**config.mk**
```make
export PLATFORM = sky130hd
export DESIGN_NAME = lmsm_mem_arbiter_flat
export DESIGN_NICKNAME = d
export VERILOG_FILES = /design/src/rtl/lmsm_mem_arbiter_if.sv /design/src/rtl/lmsm_mem_arbiter.sv /design/src/flat_wrapper.sv
export SDC_FILE = /design/constraint.sdc
export NUM_CORES = 1
export LEC_CHECK = 0
export CORE_MARGIN = 8
export CORE_UTILIZATION = 35
export CTS_BUF_LIST = sky130_fd_sc_hd__clkbuf_8
export CTS_CLUSTER_DIAMETER = 120
export DETAILED_ROUTE_END_ITERATION = 10
export GPL_TIMING_DRIVEN = 0
export HOLD_SLACK_MARGIN = 0.1
export PLACE_DENSITY = 0.76
export SYNTH_ARGS = -nofsm -noshare
export SYNTH_HDL_FRONTEND = slang
export SYNTH_SLANG_ARGS = --single-unit
```
**constraint.sdc**
```tcl
create_clock -name clk -period 3.7 [get_ports clk]
set_clock_uncertainty 0.15 [all_clocks]
set_input_delay 1.11 -clock clk [delete_from_list [all_inputs] [get_ports clk]]
set_output_delay 1.11 -clock clk [all_outputs]
set_load 0.01 [all_outputs]
```
**src/rtl/lmsm_mem_arbiter_if.sv**
```systemverilog
// lmsm_mem_arbiter_if: MEM-stage, LM/SM burst and data-memory signals of the arbiter
interface lmsm_mem_arbiter_if;
  logic        mem_req;
  logic        mem_we;
  logic [15:0] mem_addr;
  logic [15:0] mem_wdata;
  logic        mem_stall;
  logic        burst_req;
  logic        burst_we;
  logic [7:0]  burst_mask;
  logic [15:0] burst_base;
  logic [15:0] burst_wdata;
  logic        burst_ack;
  logic [2:0]  burst_idx;
  logic        burst_done;
  logic [15:0] dm_addr;
  logic [15:0] dm_wdata;
  logic        dm_we;
  modport master (
    output mem_req, mem_we, mem_addr, mem_wdata, burst_req, burst_we, burst_mask, burst_base, burst_wdata,
    input  mem_stall, burst_ack, burst_idx, burst_done, dm_addr, dm_wdata, dm_we
  );
  modport slave (
    input  mem_req, mem_we, mem_addr, mem_wdata, burst_req, burst_we, burst_mask, burst_base, burst_wdata,
    output mem_stall, burst_ack, burst_idx, burst_done, dm_addr, dm_wdata, dm_we
  );
endinterface

```
**src/rtl/lmsm_mem_arbiter.sv**
```systemverilog
// lmsm_mem_arbiter: shares the data memory between MEM-stage accesses and atomic LM/SM bursts
module lmsm_mem_arbiter (
  input logic clk,
  input logic reset,
  lmsm_mem_arbiter_if.slave bus
);
  typedef enum logic [1:0] {IDLE, BURST, GAP} state_t;
  state_t state;
  logic [7:0] rem_mask;
  logic [15:0] base_q;
  logic we_q;
  logic [2:0] cnt;
  logic [2:0] idx;
  logic last, in_burst, mem_grant, burst_start;
  always_comb begin
    idx = 3'd0;
    for (int i = 7; i >= 0; i--) if (rem_mask[i]) idx = 3'(i);
  end
  assign last = ~|(rem_mask & (rem_mask - 8'd1));
  // Outputs are forced low while reset is high, whatever the state register holds.
  assign in_burst = !reset && state == BURST;
  assign mem_grant = !reset && bus.mem_req && state != BURST;
  assign burst_start = !reset && state == IDLE && bus.burst_req && !bus.mem_req;
  assign bus.mem_stall = !reset && bus.mem_req && state == BURST;
  assign bus.burst_ack = in_burst;
  assign bus.burst_idx = in_burst ? idx : 3'd0;
  assign bus.burst_done = (in_burst && last) || (burst_start && bus.burst_mask == 8'd0);
  assign bus.dm_addr = in_burst ? base_q + {13'd0, cnt} : mem_grant ? bus.mem_addr : 16'd0;
  assign bus.dm_wdata = in_burst ? bus.burst_wdata : mem_grant ? bus.mem_wdata : 16'd0;
  assign bus.dm_we = in_burst ? we_q : mem_grant && bus.mem_we;
  always_ff @(posedge clk) begin
    if (reset) begin
      state <= IDLE;
      rem_mask <= 8'd0;
      base_q <= 16'd0;
      we_q <= 1'b0;
      cnt <= 3'd0;
    end else begin
      case (state)
        IDLE: if (burst_start && bus.burst_mask != 8'd0) begin
          state <= BURST;
          rem_mask <= bus.burst_mask;
          base_q <= bus.burst_base;
          we_q <= bus.burst_we;
          cnt <= 3'd0;
        end
        BURST: begin
          rem_mask <= rem_mask & (rem_mask - 8'd1);
          cnt <= cnt + 3'd1;
          if (last) state <= GAP;
        end
        default: state <= IDLE;
      endcase
    end
  end
endmodule

```
**src/flat_wrapper.sv**
```systemverilog
// flat-port wrapper written by rule: the top's interface ports become plain ports
module lmsm_mem_arbiter_flat 
  (clk, reset, bus_mem_req, bus_mem_we, bus_mem_addr, bus_mem_wdata, bus_burst_req, bus_burst_we, bus_burst_mask, bus_burst_base, bus_burst_wdata, bus_mem_stall, bus_burst_ack, bus_burst_idx, bus_burst_done, bus_dm_addr, bus_dm_wdata, bus_dm_we);
  lmsm_mem_arbiter_if bus_i ();
  input logic clk;
  input logic reset;
  input wire logic [$bits(bus_i.mem_req)-1:0] bus_mem_req;
  input wire logic [$bits(bus_i.mem_we)-1:0] bus_mem_we;
  input wire logic [$bits(bus_i.mem_addr)-1:0] bus_mem_addr;
  input wire logic [$bits(bus_i.mem_wdata)-1:0] bus_mem_wdata;
  input wire logic [$bits(bus_i.burst_req)-1:0] bus_burst_req;
  input wire logic [$bits(bus_i.burst_we)-1:0] bus_burst_we;
  input wire logic [$bits(bus_i.burst_mask)-1:0] bus_burst_mask;
  input wire logic [$bits(bus_i.burst_base)-1:0] bus_burst_base;
  input wire logic [$bits(bus_i.burst_wdata)-1:0] bus_burst_wdata;
  output wire logic [$bits(bus_i.mem_stall)-1:0] bus_mem_stall;
  output wire logic [$bits(bus_i.burst_ack)-1:0] bus_burst_ack;
  output wire logic [$bits(bus_i.burst_idx)-1:0] bus_burst_idx;
  output wire logic [$bits(bus_i.burst_done)-1:0] bus_burst_done;
  output wire logic [$bits(bus_i.dm_addr)-1:0] bus_dm_addr;
  output wire logic [$bits(bus_i.dm_wdata)-1:0] bus_dm_wdata;
  output wire logic [$bits(bus_i.dm_we)-1:0] bus_dm_we;
  assign bus_i.mem_req = bus_mem_req;
  assign bus_i.mem_we = bus_mem_we;
  assign bus_i.mem_addr = bus_mem_addr;
  assign bus_i.mem_wdata = bus_mem_wdata;
  assign bus_i.burst_req = bus_burst_req;
  assign bus_i.burst_we = bus_burst_we;
  assign bus_i.burst_mask = bus_burst_mask;
  assign bus_i.burst_base = bus_burst_base;
  assign bus_i.burst_wdata = bus_burst_wdata;
  assign bus_mem_stall = bus_i.mem_stall;
  assign bus_burst_ack = bus_i.burst_ack;
  assign bus_burst_idx = bus_i.burst_idx;
  assign bus_burst_done = bus_i.burst_done;
  assign bus_dm_addr = bus_i.dm_addr;
  assign bus_dm_wdata = bus_i.dm_wdata;
  assign bus_dm_we = bus_i.dm_we;
  lmsm_mem_arbiter u_core (.clk(clk), .reset(reset), .bus(bus_i));
endmodule
```
==> Word level (Yosys, flattened, before mapping) <==
Index checks and enable logic that the tools add are counted.
{ "op_classes": {"add_sub_neg": 3, "n_eq_ne": 4, "mux": 21, "n_bitwise": 1, "n_reduce_logical": 23} }
{ "op_table": {"columns": ["op", "count"], "rows": [
  ["2-to-1 mux 16 bit", 4],
  ["2-to-1 mux 3 bit", 10],
  ["adder 16 x 3 -> 16 bit", 1],
  ["one-hot mux 8 bit (2 select lines)", 1],
  ["logical AND 1 bit", 11],
  ["bitwise AND 8 bit", 1],
  ["logical NOT 8 bit", 1],
  ["2-to-1 mux 8 bit", 1],
  ["nonzero test 8 bit", 1],
  ["OR reduction 8 bit", 1],
  ["subtractor 8 x 1 -> 8 bit, second input constant", 1],
  ["one-hot mux 3 bit (2 select lines)", 1],
  ["AND reduction 2 bit", 3],
  ["2-to-1 mux 2 bit", 2],
  ["inequality test 2 bit, second input constant", 2],
  ["one-hot mux 2 bit (2 select lines)", 1],
  ["adder 3 x 1 -> 3 bit, second input constant", 1],
  ["logical NOT 1 bit", 3],
  ["equality test 2 x 1 -> 1 bit, second input constant", 1],
  ["logical NOT 2 bit", 1],
  ["inequality test 2 x 1 -> 1 bit, second input constant", 1],
  ["nonzero test 2 bit", 1],
  ["logical OR 1 bit", 1],
  ["2-to-1 mux 1 bit", 1]
]} }
{ "word_totals": {"register_bits": 30, "out_inout_bits": 39, "word_cells": 57} }

==> Depth between registers and ports, before layout <==
{ "logic_depth": {"word_depth": 9, "mapped_depth": 7} }

==> Least setup slack after synthesis <==
OpenSTA, ideal clock, no wires.
{ "synth_path": {"path_kind": "input to output", "startpoint": "input reset", "endpoint": "output bus_dm_wdata[10]", "arrival_ns": 2.220, "setup_slack_ns": 0.220, "path_stages": 6, "path_buffers": 3, "cell_sequence": "clkbuf_1 > inv_1 > and3_1 > clkbuf_1 > clkbuf_1 > a22o_1"} }
{ "synth_between": {"elab_chain_len": 5, "elab_cells_between_ends": 6} }
{ "synth_lines": {"columns": ["element", "line", "text"], "rows": [
  ["start, declared", "flat_wrapper.sv:6", "input logic reset;"],
  ["logical NOT 1 bit *", "lmsm_mem_arbiter.sv:21, lmsm_mem_arbiter.sv:22", null],
  ["logical AND 1 bit (2 in a row)", "lmsm_mem_arbiter.sv:22", "assign mem_grant = !reset && bus.mem_req && state != BURST;"],
  ["2-to-1 mux 16 bit", "lmsm_mem_arbiter.sv:29", "assign bus.dm_wdata = in_burst ? bus.burst_wdata : mem_grant ? bus.mem_wdata : 16'd0;"],
  ["2-to-1 mux 16 bit *", "lmsm_mem_arbiter.sv:29", null],
  ["end, declared", "flat_wrapper.sv:21", "output wire logic [$bits(bus_i.dm_wdata)-1:0] bus_dm_wdata;"]
]} }
Mark *: on every way between the ends. The rest lies on a longest branch, timed or not.

==> Worst setup path in the final report <==
{ "layout_path": {"startpoint": "input bus_burst_mask[5]", "endpoint": "output bus_burst_done"} }
{ "layout_between": {"elab_chain_len": 3} }
{ "layout_lines": {"columns": ["element", "line", "text"], "rows": [
  ["start, declared", "flat_wrapper.sv:13", "input wire logic [$bits(bus_i.burst_mask)-1:0] bus_burst_mask;"],
  ["logical NOT 8 bit", "lmsm_mem_arbiter.sv:27", "assign bus.burst_done = (in_burst && last) || (burst_start && bus.burst_mask == 8'd0);"],
  ["logical AND 1 bit", "lmsm_mem_arbiter.sv:27", null],
  ["logical OR 1 bit", "lmsm_mem_arbiter.sv:27", null],
  ["end, declared", "flat_wrapper.sv:19", "output wire logic [$bits(bus_i.burst_done)-1:0] bus_burst_done;"]
]} }
No other way between the ends.

==> metrics.txt <==
# TYPE chip_impl_metric gauge
chip_impl_metric{name="power_leakage",unit="nW"} 1.38
chip_impl_info{name="grt_setup_unrepaired",value="no"} 1
chip_impl_metric{name="power.share.sequential",unit=""} 0.385
chip_impl_metric{name="layout_worst_path_cycle_share",unit=""} 0.980
chip_impl_metric{name="grt_start_max_net_pins",unit=""} 12
chip_impl_metric{name="synth_edf_count",unit=""} 0
chip_impl_metric{name="place_worst_setup_slack",unit="ns"} -1.17
chip_impl_metric{name="final-hold-violation-count",unit=""} 0
chip_impl_metric{name="numCtsBuffers",unit=""} 5
chip_impl_metric{name="routed_wire_length_per_instance",unit="um"} 15.8
chip_impl_metric{name="drt.antenna.violating_nets",unit=""} 0
chip_impl_metric{name="initial_cell_density_of_the_core",unit=""} 0.358
chip_impl_metric{name="grt_use_total",unit=""} 0.175
chip_impl_info{name="cts-root-buf",value="clkbuf_8"} 1
chip_impl_info{name="highest_layer",value="met4"} 1
chip_impl_metric{name="final-instance-count-excl-fill",unit=""} 464
chip_impl_metric{name="clock-sinks",unit=""} 30
chip_impl_info{name="worst_setup_path_end_kind",value="output pin"} 1
chip_impl_metric{name="clkSlewWorstSetupHoldPaths",unit="ns"} 0.07
chip_impl_metric{name="worst_ir_drop_vdd",unit="uV"} 290
chip_impl_metric{name="critPathArrivalTime",unit="ns"} 2.37
chip_impl_metric{name="worst_slack",unit="ns"} 0.0747
chip_impl_metric{name="post-dp-hpwl",unit="mm"} 5.98
chip_impl_metric{name="grt_first_pass_wirelength",unit="mm"} 12.0
chip_impl_metric{name="detail_route.vias_per_cell",unit=""} 5.09
chip_impl_metric{name="ys.warnings.count",unit=""} 0
chip_impl_metric{name="first_global_vias",unit=""} 2391
chip_impl_metric{name="ctsHtreeMaxLevel",unit=""} 2
chip_impl_info{name="setup.worst_path.class",value="in2out"} 1
chip_impl_metric{name="gpl.final_weighted_congestion",unit=""} 0.870
chip_impl_metric{name="drt-initial-drc-count",unit=""} 92
chip_impl_metric{name="powerDensity",unit="nW/um^2"} 263
chip_impl_metric{name="async_flop_share",unit=""} 0
chip_impl_metric{name="max_cap_viol_count",unit=""} 0
chip_impl_metric{name="gr-total-overflow",unit=""} 0
chip_impl_metric{name="post_synth.cell_area_avg",unit="um^2"} 7.35
chip_impl_metric{name="post-route-min-period",unit="ns"} 3.63
chip_impl_metric{name="crit_fanout",unit=""} 2
chip_impl_metric{name="p_int",unit="W"} 0.000668
chip_impl_info{name="tritoncts_clock_tree",value="yes"} 1
chip_impl_metric{name="net_switching_power",unit="W"} 0.000232
chip_impl_metric{name="design.portCount",unit=""} 117
chip_impl_metric{name="yosys_register_bits",unit=""} 30
chip_impl_metric{name="syn_inst",unit=""} 263
chip_impl_metric{name="ys_seq_area_frac",unit=""} 0.311
chip_impl_metric{name="setup-violations-final",unit=""} 0
chip_impl_metric{name="clock_power_share",unit=""} 0.368
chip_impl_metric{name="dieHeight",unit="um"} 90.3
chip_impl_metric{name="tightestPinTransition",unit="ns"} 0.502
chip_impl_info{name="synth_top_flop_cell",value="dfxtp_1"} 1
chip_impl_info{name="hp-class",value="reg2reg"} 1
chip_impl_metric{name="n_antenna_cell",unit=""} 0
chip_impl_metric{name="dr.pass1.iters",unit=""} 4
chip_impl_metric{name="placement_rows",unit=""} 27
chip_impl_metric{name="dp_cells",unit=""} 451
chip_impl_metric{name="vias",unit=""} 2364
chip_impl_metric{name="remaining_drc_errors",unit=""} 0
chip_impl_metric{name="power_switching_share",unit=""} 0.258
chip_impl_metric{name="max-clock-path-buffers",unit=""} 2
chip_impl_metric{name="cp.required",unit="ns"} 2.44
chip_impl_metric{name="die_width",unit="um"} 90.3
chip_impl_metric{name="wl_on_met1",unit="mm"} 3.43
chip_impl_metric{name="drive_gt1_frac",unit=""} 0.128
chip_impl_metric{name="timing.max_slew.rel_slack",unit=""} 0.662
chip_impl_metric{name="detailroute.wirelength.met3",unit="um"} 353
chip_impl_metric{name="n_fill_cell",unit=""} 470
chip_impl_metric{name="die_area",unit="um^2"} 8160
chip_impl_metric{name="syn_area",unit="um^2"} 1930
chip_impl_metric{name="finalWirelength",unit="mm"} 7.31
chip_impl_metric{name="synth.distinct_cells",unit=""} 38
chip_impl_metric{name="layout.nets",unit=""} 474
chip_impl_metric{name="insertion_delay",unit="ns"} 0.28
chip_impl_metric{name="drv_slew",unit=""} 0
chip_impl_metric{name="number_of_antenna_violations_at_the_first_check_in_global_routing",unit=""} 0
chip_impl_metric{name="floorplan.core_area",unit="um^2"} 5410
chip_impl_metric{name="portBuffers",unit=""} 116
chip_impl_metric{name="timing.fmax",unit="MHz"} 276
chip_impl_metric{name="met2WireLength",unit="mm"} 3.41
chip_impl_metric{name="combinational_fraction_of_design_power",unit=""} 0.248
chip_impl_info{name="startpoint_type",value="primary input"} 1
chip_impl_info{name="run_status",value="complete, no violations"} 1
chip_impl_metric{name="syn_to_final_growth",unit="%"} 77.3
chip_impl_metric{name="synth.net_count",unit=""} 346
worst paths after layout:
| path | startpoint | end | slack (ns) | cells after the start |
|---|---|---|---|---|
| max | bus_burst_mask[5] | bus_burst_done | 0.07 | 5 |
| min | u_core.we_q$_SDFFE_PP0P_ | u_core.we_q$_SDFFE_PP0P_ | 0.31 | 2 |
| max reg2reg | u_core.state[1]$_SDFFE_PP0P_ | u_core.rem_mask[7]$_SDFFE_PP0P_ | 1.64 | 5 |
| min reg2reg | u_core.we_q$_SDFFE_PP0P_ | u_core.we_q$_SDFFE_PP0P_ | 0.31 | 2 |
critical path, cell delays in order:
cell	delay [ns]
clkdlybuf4s50_1	0.46
nor4_4	0.30
nand2_1	0.10
o21bai_1	0.16
clkdlybuf4s15_2	0.24
cell usage in the layout, fill, tap and decap left out, types with 9 or more instances in the layout:
cell type        synthesis  layout
xnor2_1                  9       9
nor2_1                  13      13
buf_4                    2      10
nand3_1                  9       9
dlygate4sd2_1            0      17
clkdlybuf4s50_1          0      73
a22o_1                  19      19
o21ai_0                 17      17
dfxtp_1                 30      30
clkdlybuf4s15_2          0      11
nand2_1                 66      65
a21oi_1                 30      29
cell families (layout without fill, tap and decap cells):
kind of cell,count (synthesis),after routing,synth area share
simple gates,112,112,0.260
xor+xnor,15,15,0.0680
compound gates,82,82,0.282
flops,30,30,0.311
buf+inv,19,148,0.0434
fa+ha+maj,5,5,0.0362
layer usage:
layer | GRT usage | vias up
met5 | 0 | -
met4 | 0.0583 | 0
met3 | 0.0266 | 8
li1 | - | 1189
met2 | 0.299 | 95
met1 | 0.218 | 1072
cells in the mapped netlist (2+ instances only):
library cell  number  area (um^2)
o211ai_1           3         22.5
dfxtp_1           30          601
ha_1               4         50.1
xor2_1             6         52.6
nand2_1           66          248
a21oi_1           30          150
o21bai_1           2         15.0
nor3_1             4         20.0
nor2_1            13         48.8
clkbuf_1           9         33.8
buf_4              2         15.0
nor4b_1            2         17.5
and3_1             2         12.5
nand3_1            9         45.0
nor4_1             3         18.8
o311ai_0           2         17.5
nand4_1            3         18.8
xnor2_1            9         78.8
inv_1              4         15.0
and2_1             2         12.5
nor2b_1            2         12.5
o21ai_0           17         85.1
a21o_1             3         22.5
a22o_1            19          166
buf_2              4         20.0
through the flow:
step	utilization	total power, W	instance area, um^2	hold WS, ns	TNS [ns]
after floorplan	-	0.000432	1930	0.287	0
after global placement	0.589	0.000572	3180	0.295	-38.55
after detailed placement	0.589	0.000574	3180	0.304	-40.30
after CTS	0.629	0.000910	3400	0.313	0
after global routing	0.634	0.000943	3430	0.344	0
final	0.634	0.000900	3430	0.311	0
flip-flops by register name, summed over array words and instances (netlist names):
signal / count
u_core.we_q: 1
u_core.rem_mask: 8
u_core.base_q: 16
u_core.state: 2
u_core.cnt: 3
repair_timing:
action | CTS | global route
resized for setup | 102 | 11
buffers inserted | 6 | 1
hold buffers | 0 | 0
pin swaps | 3 | 3
setup endpoints to repair | 39 | 11
endpoints found under the hold margin | 0 | 0
power groups by stage:
stage,clock network [W],logic [W],registers [W]
global route,0.000353,0.000242,0.000348
CTS,0.000341,0.000224,0.000346
floorplan,0,0.0000818,0.000350
detailed placement,0,0.000221,0.000353
global placement,0,0.000219,0.000353
finish,0.000331,0.000223,0.000346
cell type report:
class	count	area [um^2]	area share
multi-input cells	214	1290	0.377
flip-flops and latches	30	601	0.175
clock inverters	3	45.0	0.0131
repair buffers	123	1210	0.354
clock buffers	5	68.8	0.0201
well taps	72	90.1	0.0263
plain buffers	13	104	0.0303
inverters	4	15.0	0.00438
(Power assumes the default switching activity.)
